## src/rtl/spi_ctrl_pkg.sv

```systemverilog
// Shared types and defaults for the SPI leader controller.
// States, default widths, and a counter-width helper.
package spi_ctrl_pkg;

  typedef enum logic [1:0] {
    IDLE,
    SHIFT,
    FLUSH,
    GAP
  } spi_state_e;

  localparam int DEF_NUM_REQ    = 2;
  localparam int DEF_DATA_WIDTH = 8;
  localparam int DEF_CLK_DIV    = 4;
  localparam int DEF_SS_GAP     = 2;

  // Counter width that never collapses to zero bits.
  function automatic int cw(input int n);
    return (n > 1) ? $clog2(n) : 1;
  endfunction

endpackage

```

## src/rtl/spi_sck_gen.sv

```systemverilog
// Divided serial clock: sck toggles every CLK_DIV enabled cycles.
// Ports: clk, rst_n, en in; sck level, rise/fall strobes (edge-ending cycle) out.
module spi_sck_gen
  import spi_ctrl_pkg::*;
#(
  parameter int CLK_DIV = DEF_CLK_DIV
) (
  input  logic clk,
  input  logic rst_n,
  input  logic en,
  output logic sck,
  output logic rise,
  output logic fall
);

  localparam int CW = cw(CLK_DIV);

  logic [CW-1:0] cnt;
  logic          tc;

  // Strobes flag the cycle whose closing edge toggles sck.
  assign tc   = en && (cnt == CW'(CLK_DIV - 1));
  assign rise = tc && !sck;
  assign fall = tc && sck;

  always_ff @(posedge clk or negedge rst_n) begin
    if (!rst_n) begin
      cnt <= '0;
      sck <= 1'b0;
    end else if (!en) begin
      cnt <= '0;
      sck <= 1'b0;
    end else if (tc) begin
      cnt <= '0;
      sck <= !sck;
    end else begin
      cnt <= cnt + 1'b1;
    end
  end

endmodule

```

## src/rtl/spi_leader_arbiter.sv

```systemverilog
// Shared SPI leader: arbitrates requesters, shifts winner's word MSB first
// (mode 0), adds one flush sck period, then holds ss high for SS_GAP cycles.
// Ports: clk, rst_n, req, tx_data in; grant, done, busy, sck, ss, mosi out.
// SPI_ARB_ROUND_ROBIN_EN: round-robin arbitration (default fixed, index 0 first).
module spi_leader_arbiter
  import spi_ctrl_pkg::*;
#(
  parameter int NUM_REQ    = DEF_NUM_REQ,
  parameter int DATA_WIDTH = DEF_DATA_WIDTH,
  parameter int CLK_DIV    = DEF_CLK_DIV,
  parameter int SS_GAP     = DEF_SS_GAP
) (
  input  logic                          clk,
  input  logic                          rst_n,
  input  logic [NUM_REQ-1:0]            req,
  input  logic [NUM_REQ*DATA_WIDTH-1:0] tx_data,
  output logic [NUM_REQ-1:0]            grant,
  output logic [NUM_REQ-1:0]            done,
  output logic                          busy,
  output logic                          sck,
  output logic                          ss,
  output logic                          mosi
);

  localparam int IW = cw(NUM_REQ);
  localparam int BW = $clog2(DATA_WIDTH + 1);
  localparam int GW = cw(SS_GAP);

  spi_state_e            state;
  logic [DATA_WIDTH-1:0] sh;
  logic [DATA_WIDTH-1:0] sh_nx;
  logic [DATA_WIDTH-1:0] sel;
  logic [BW-1:0]         bit_cnt;
  logic [GW-1:0]         gap_cnt;
  logic [IW-1:0]         win;
  logic [NUM_REQ-1:0]    hot;
  logic                  hit;
  logic                  sck_en;
  logic                  sck_rise;
  logic                  sck_fall;

`ifdef SPI_ARB_ROUND_ROBIN_EN
  logic [IW-1:0] ptr;
`endif

  assign sck_en = (state == SHIFT) || (state == FLUSH);
  assign sh_nx  = sh << 1;

  spi_sck_gen #(
    .CLK_DIV(CLK_DIV)
  ) u_sck (
    .clk  (clk),
    .rst_n(rst_n),
    .en   (sck_en),
    .sck  (sck),
    .rise (sck_rise),
    .fall (sck_fall)
  );

  // Search order starts at 0 (fixed) or at ptr (round-robin).
  always_comb begin : arb
    int j;
    hit = 1'b0;
    win = '0;
    j   = 0;
    for (int i = 0; i < NUM_REQ; i++) begin
      j = i;
`ifdef SPI_ARB_ROUND_ROBIN_EN
      j = i + int'(ptr);
      if (j >= NUM_REQ) j = j - NUM_REQ;
`endif
      for (int k = 0; k < NUM_REQ; k++) begin
        if (k == j && req[k] && !hit) begin
          hit = 1'b1;
          win = IW'(k);
        end
      end
    end
  end

  always_comb begin
    hot = '0;
    sel = '0;
    for (int i = 0; i < NUM_REQ; i++) begin
      if (IW'(i) == win) begin
        hot[i] = 1'b1;
        sel    = tx_data[i*DATA_WIDTH +: DATA_WIDTH];
      end
    end
  end

  always_ff @(posedge clk or negedge rst_n) begin
    if (!rst_n) begin
      state   <= IDLE;
      ss      <= 1'b1;
      mosi    <= 1'b0;
      grant   <= '0;
      done    <= '0;
      busy    <= 1'b0;
      sh      <= '0;
      bit_cnt <= '0;
      gap_cnt <= '0;
`ifdef SPI_ARB_ROUND_ROBIN_EN
      ptr     <= '0;
`endif
    end else begin
      done <= '0;
      unique case (state)
        IDLE: begin
          if (hit) begin
            state   <= SHIFT;
            ss      <= 1'b0;
            busy    <= 1'b1;
            grant   <= hot;
            sh      <= sel;
            mosi    <= sel[DATA_WIDTH-1];
            bit_cnt <= '0;
`ifdef SPI_ARB_ROUND_ROBIN_EN
            ptr <= (int'(win) == NUM_REQ - 1) ? '0 : win + 1'b1;
`endif
          end
        end
        SHIFT: begin
          if (sck_rise) bit_cnt <= bit_cnt + 1'b1;
          if (sck_fall) begin
            // All bits clocked: the flush period drives zero.
            if (bit_cnt == BW'(DATA_WIDTH)) begin
              state <= FLUSH;
              mosi  <= 1'b0;
            end else begin
              sh   <= sh_nx;
              mosi <= sh_nx[DATA_WIDTH-1];
            end
          end
        end
        FLUSH: begin
          if (sck_fall) begin
            state   <= GAP;
            ss      <= 1'b1;
            grant   <= '0;
            done    <= grant;
            gap_cnt <= '0;
          end
        end
        GAP: begin
          if (gap_cnt == GW'(SS_GAP - 1)) begin
            state <= IDLE;
            busy  <= 1'b0;
          end else begin
            gap_cnt <= gap_cnt + 1'b1;
          end
        end
        default: state <= IDLE;
      endcase
    end
  end

endmodule

```

## config.mk

```make
export PLATFORM = sky130hd
export DESIGN_NAME = spi_leader_arbiter
export DESIGN_NICKNAME = d
export VERILOG_FILES = /design/src/rtl/spi_ctrl_pkg.sv /design/src/rtl/spi_sck_gen.sv /design/src/rtl/spi_leader_arbiter.sv
export SDC_FILE = /design/constraint.sdc
export NUM_CORES = 1
export LEC_CHECK = 0
export ABC_AREA = 1
export CAP_MARGIN = 20
export CORE_ASPECT_RATIO = 1.25
export CORE_MARGIN = 2
export CORE_UTILIZATION = 55
export CTS_CLUSTER_DIAMETER = 120
export DETAILED_ROUTE_END_ITERATION = 10
export PLACE_DENSITY = 0.84
export SLEW_MARGIN = 10
export SYNTH_ARGS = -nofsm -noshare
export SYNTH_HDL_FRONTEND = slang
export SYNTH_SLANG_ARGS = --single-unit
```

## constraint.sdc

```tcl
create_clock -name clk -period 2.54 [get_ports clk]
set_input_delay 0.254 -clock clk [delete_from_list [all_inputs] [get_ports clk]]
set_output_delay 0.254 -clock clk [all_outputs]
set_load 0.01 [all_outputs]
```

**Yosys cells after proc, flatten, opt, wreduce, memory -nomap -nowiden**

Index checks and enable logic that the tools add are counted.

- Reduce and logical (&&, ||, !) cells: 19
- Muxes and demuxes: 41
- $add $sub $neg: 3
- Equality and inequality tests: 13

Operators by type and width:

| cell | number |
|---|---|
| $mux 2 | 11 |
| $mux 7 | 3 |
| $mux 1 | 16 |
| $ne 2x2->1 const B | 7 |
| $pmux 7 s2 | 1 |
| $reduce_and 3->1 | 4 |
| $mux 4 | 2 |
| $mux 8 | 1 |
| $pmux 1 s2 | 4 |
| $pmux 2 s4 | 1 |
| $pmux 4 s2 | 1 |
| $reduce_bool 2->1 | 4 |
| $eq 2x2->1 const B | 3 |
| $reduce_and 5->1 | 1 |
| $add 4x1->4 const B | 1 |
| $eq 4x4->1 const B | 1 |
| $logic_and 1x1->1 | 4 |
| $pmux 2 s2 | 1 |
| $reduce_and 4->1 | 1 |
| $add 2x1->2 const B | 1 |
| $eq 2x1->1 const B | 1 |
| $logic_not 1->1 | 2 |
| $logic_not 2->1 | 1 |
| $ne 2x1->1 const B | 1 |
| 3 further kinds | 3 |

- Bits in registers: 24
- Bits of input ports: 20
- Logic and storage cells: 87
- Output and inout port bits: 8

**Depth between registers and ports, before layout**

- Depth after elaboration: 7
- Depth in mapped cells: 9
- Depth with buffers taken out: 8

**Cells and area by module**

From an unflattened synthesis, not the netlist that was laid out.

- Cell total of the unflattened synthesis: 200
- Area total of the unflattened synthesis: 1,478.9 um^2

Modules (own cells, without submodules):

| module | area each (um^2) | times used | cells each | sequential area each (um^2) |
|---|---|---|---|---|
| spi_leader_arbiter | 1,343.8 | 1 | 184 | 526.8 |
| spi_sck_gen | 135.1 | 1 | 16 | 75.1 |

**Worst setup path before layout**

OpenSTA, ideal clock, no wires.

- Path kind: register -> register
- From: reg state[0]
- To: reg sh[1]
- Stages on the path, launching flop included: 9
- Arrival time: 1.316 ns
- Data required time: 2.475 ns
- Library setup time: 0.065 ns
- Setup slack: 1.159 ns
- Clock period less this slack: 1.381 ns
- Path buffers: 0
- Cells stage by stage: dfrtp_1 inv_1 ha_1 nand3_4 nand2_4 nand2_4 nor2_8 nand2_1 nand2_1

- Longest elaborated chain between the ends: 6
- Elaborated cells between the ends (all ways): 12
- Classes of those cells: eq/ne: 5; mux: 1; reduce/logical: 6

Ends and longest elaborated chain:

| item | line | text |
|---|---|---|
| start, declared | spi_leader_arbiter.sv:29 | `spi_state_e state;` |
| start signal, assigned | spi_leader_arbiter.sv:94 | `state <= IDLE;` |
| start signal, assigned | spi_leader_arbiter.sv:111 | `state <= SHIFT;` |
| start signal, assigned | spi_leader_arbiter.sv:128 | `state <= FLUSH;` |
| $eq 2x1->1 or $eq 2x2->1 (tied branches) | spi_leader_arbiter.sv:46, spi_leader_arbiter.sv:108 |  |
| $logic_or 1x1->1 | spi_leader_arbiter.sv:46 | `assign sck_en = (state == SHIFT) \|\| (state == FLUSH);` |
| $logic_and 1x1->1 | spi_sck_gen.sv:22 | `assign tc = en && (cnt == CW'(CLK_DIV - 1));` |
| $logic_and 1x1->1 | spi_sck_gen.sv:24 | `assign fall = tc && sck;` |
| $ne 2x2->1 (no line) | -- |  |
| $reduce_and 4->1 (no line) | -- |  |
| end signal, assigned | spi_leader_arbiter.sv:115 | `sh <= sel;` |
| end signal, assigned | spi_leader_arbiter.sv:131 | `sh <= sh_nx;` |
| end, declared | spi_leader_arbiter.sv:30 | `logic [DATA_WIDTH-1:0] sh;` |

Several ways; a longest one is shown, not always the timed one.
A chain may end at the register's enable or synchronous reset.

**Final worst setup path**

- From: reg state[1]
- To: reg sh[4]

The elaborated chain is that of the path after synthesis.

==> impl_results.md <==
* Cell variety after synth at 26
* RR Startpoint: state[1]
* Non-Filler Instances at 255
* DRC at 0
* Total track usage at 0.2383
* Largest net degree at the start of global routing at 25
* Sequential share of the synthesized area at 0.4154
* TritonCTS Sinks at 24
* Fin crit share at 0.6614
* Vias in the first global route at 1324
* Flop2flop setup slack at 0.86 ns
* Worst r2r path cells at 8
* Pleak at 0.0009299 uW
* Largest family of logic cells by synthesized area: simple AND/OR/NAND/NOR gates
* CTS Buffer Depth at 2
* Final setup violation count at 0
* WL final at 3092 microns
* Root Buffer: clkbuf_4
* Worst clock skew at 0.01187 ns
* Worst Tran Pin Value at 0.3711 ns
* TritonCTS Buffers at 3
* Ys Warns at 0
* CP endpoint kind: register
* Die H at 61.39 microns
* Hold WS at 0.2772 ns
* Mapped cell area at 1449 sq um
* PortBufs at 27
* TritonCTS clock tree: done
* Max FO, Critical Path at 11
* WL/cell at 12.13 microns
* Compound-Gate Fraction of Synth Area at 0.05354
* Pre-CTS setup slack at 0.7728 ns
* CP startpoint kind: register
* Synth Area in XOR/XNOR at 0.006045
* Status: completed
* Cells after DPL at 251
* Pwr Density at 1030 nW/um^2
* FMAX at 0.5953 GHz
* Die area at 3063 sq um
* Clk pwr share at 0.111
* Synth-to-Final Area Change at 23.58%
* Most used cell, CP: nand2_1
* H-tree levels at 1
* Reg power frac at 0.336
* Switch Pwr at 833.4 uW
* Critical R2R Capture: sh[4]
* Final slew viol count at 0
* Setup TNS at 0 ns
* Period minus WS final at 1.680 ns
* Pwr Total at 1844 uW
* Worst-path clk slew at 0.14 ns
* Clk_lat worst skew at 0.32 ns
* Seq cells post-synth at 24
* Fin worst setup slack at 0.8601 ns
* Post-synthesis net count at 219
* Final hold vios at 0
* Worst vdd ir at 0.0008046 V
* Syn avg cell area at 7.546 sq um
* Internal Pwr Total at 1010 uW
* Post-CTS Hold Buffers at 0
* Final HPWL DP at 2481 microns
* Adder-cell area share of the yosys netlist at 0.06045
* Share of cells above drive strength 1 at 0.08559
* Drt first pass iters at 4
* Mean number of vias per cell at 5.188
* PostCTS Resize Cnt at 0
* Slowest stage delay, CP at 0.44 ns
* Mapped Cells at 192
* Mux cell area share after synthesis at 0
* Slowest CP cell: dfrtp_1
* WP data arrival at 1.89 ns
* # IOs at 28
* Starting Density at 0.5848
* Detailed Route Iter0 Violations at 43
* Sw Ratio at 0.4521
* Crit path max-delay family: buffers and inverters
* # fillers at 184
* Die X at 49.91 microns
* First-pass GRT wire length at 5485 microns
* WP buf/inv at 3
* Worst rel slew slack at 0.7518
* Crit Path Class: register to register
* Initial antenna violation count at 0
* Final antenna-violating net count at 0
* Diode count at 0
* Worst Path Required at 2.75 ns
* Worst hold path class: input pin to asynchronous set/reset pin
* Maxcap violations at 0
* Row count at 20
* Simple logic cell fraction of the synthesized area at 0.3748
* Worst path cell trace: inv_1, ha_1, buf_4, inv_1, nand3_1, nand2_1, nand2_1, nand2_1
* Global route overflow at 0
* Combinational share of power at 0.553
* DR vias at 1323
* Post-CTS setup buffers at 0
* RSZ-0062 raised after global routing: false
* Nets at 250
* GPL Wtd Cong at 0.9314
* Core outline area at 2477 sq um
[registers in the layout, indices dropped and copies added (netlist names)]
signal,count
ss,1
u_sck.cnt,2
done,2
busy,1
state,2
bit_cnt,4
sh,7
grant,2
gap_cnt,1
u_sck.sck,1
mosi,1
[synthesized netlist by cell type]
cell type / number / share of area
nand3_4: 1 / 0.012
a21oi_1: 3 / 0.010
nor2_8: 1 / 0.014
inv_1: 28 / 0.073
o21ai_0: 2 / 0.0069
a21oi_2: 1 / 0.0060
and3_1: 1 / 0.0043
dfrtp_1: 23 / 0.40
nand3_2: 2 / 0.014
inv_2: 1 / 0.0026
o21ai_2: 1 / 0.0060
o21ai_1: 7 / 0.024
nand2_1: 72 / 0.19
nor3b_1: 2 / 0.010
buf_6: 1 / 0.0078
ha_1: 7 / 0.060
buf_2: 2 / 0.0069
xor2_1: 1 / 0.0060
nand2_2: 2 / 0.0086
nand4_1: 4 / 0.017
nand3_1: 21 / 0.073
nand2_4: 2 / 0.016
nor2_1: 4 / 0.010
nand3b_1: 1 / 0.0052
dfstp_2: 1 / 0.018
or2_2: 1 / 0.0043
[how the worst max path moves through the flow]
stage / slack (ns) / start / depth (start not counted) / endpoint
3_3_place_gp: 0.80 / req[1] / 6 / sh[3]
3_5_place_dp: 0.77 / req[1] / 6 / sh[2]
5_1_grt: 0.70 / state[1] / 8 / sh[4]
4_1_cts: 0.85 / state[1] / 8 / sh[4]
6_report: 0.86 / state[1] / 8 / sh[4]
2_1_floorplan: 1.16 / state[0] / 8 / sh[1]
[cell type report]
class,count,area [sq um],area share
clock buffer,4,36.28,0.02027
inverter,29,108.9,0.06080
multi-input combinational,136,716.9,0.4004
sequential,24,601.8,0.3361
tap,33,41.29,0.02306
timing repair buffer,29,285.3,0.1593
[routing by layer]
| layer | global-route usage | part of all wire | up-vias |
|---|---|---|---|
| li1 | - | - | 664 |
| met1 | 0.2660 | 0.40 | 618 |
| met2 | 0.4590 | 0.55 | 35 |
| met3 | 0.02913 | 0.035 | 6 |
| met4 | 0.1071 | 0.015 | 0 |
| met5 | 0 | 0 | - |
[power groups by stage]
stage	clock network, uW	logic [uW]	registers (uW)
after floorplan	0	743	625
after global placement	0	976	618
after detailed placement	0	1020	628
after CTS	212	1030	620
after global routing	229	1160	638
final	204	1020	619
[logic make-up (layout without fill, tap and decap cells)]
| family | count (synthesis) | count (layout) |
|---|---|---|
| AOI/OAI and AO/OA | 14 | 14 |
| xor gates and xnor gates | 1 | 1 |
| adders and majority gates | 7 | 7 |
| buffers and inverters | 32 | 62 |
| DFF | 24 | 24 |
| and+or+nand+nor | 114 | 114 |
[worst reg2reg max path, cell delays in order, from the launching register on]
cell	delay [ns]
dfrtp_1	0.44
inv_1	0.11
ha_1	0.34
buf_4	0.25
inv_1	0.13
nand3_1	0.12
nand2_1	0.06
nand2_1	0.06
nand2_1	0.06
[layout by cell type, fill, tap and decap left out, types with 2 or more instances in the layout]
cell             count
o21ai_1              7
a21oi_1              3
clkdlybuf4s50_1     27
nand2_2              2
dfrtp_1             23
buf_4                2
inv_1               28
nand3_1             21
nand2_1             72
nand3_2              2
ha_1                 7
clkbuf_4             3
nor3b_1              2
nand4_1              4
o21ai_0              2
nor2_1               4
nand2_4              2
[metrics by stage]
step	instance area (sq um)	utilization
floorplan	1449	-
global placement	1754	0.7081
detailed placement	1754	0.7081
CTS	1790	0.7227
global route	1790	0.7227
finish	1790	0.7227
Note: power is estimated with default switching activity, not from simulation.
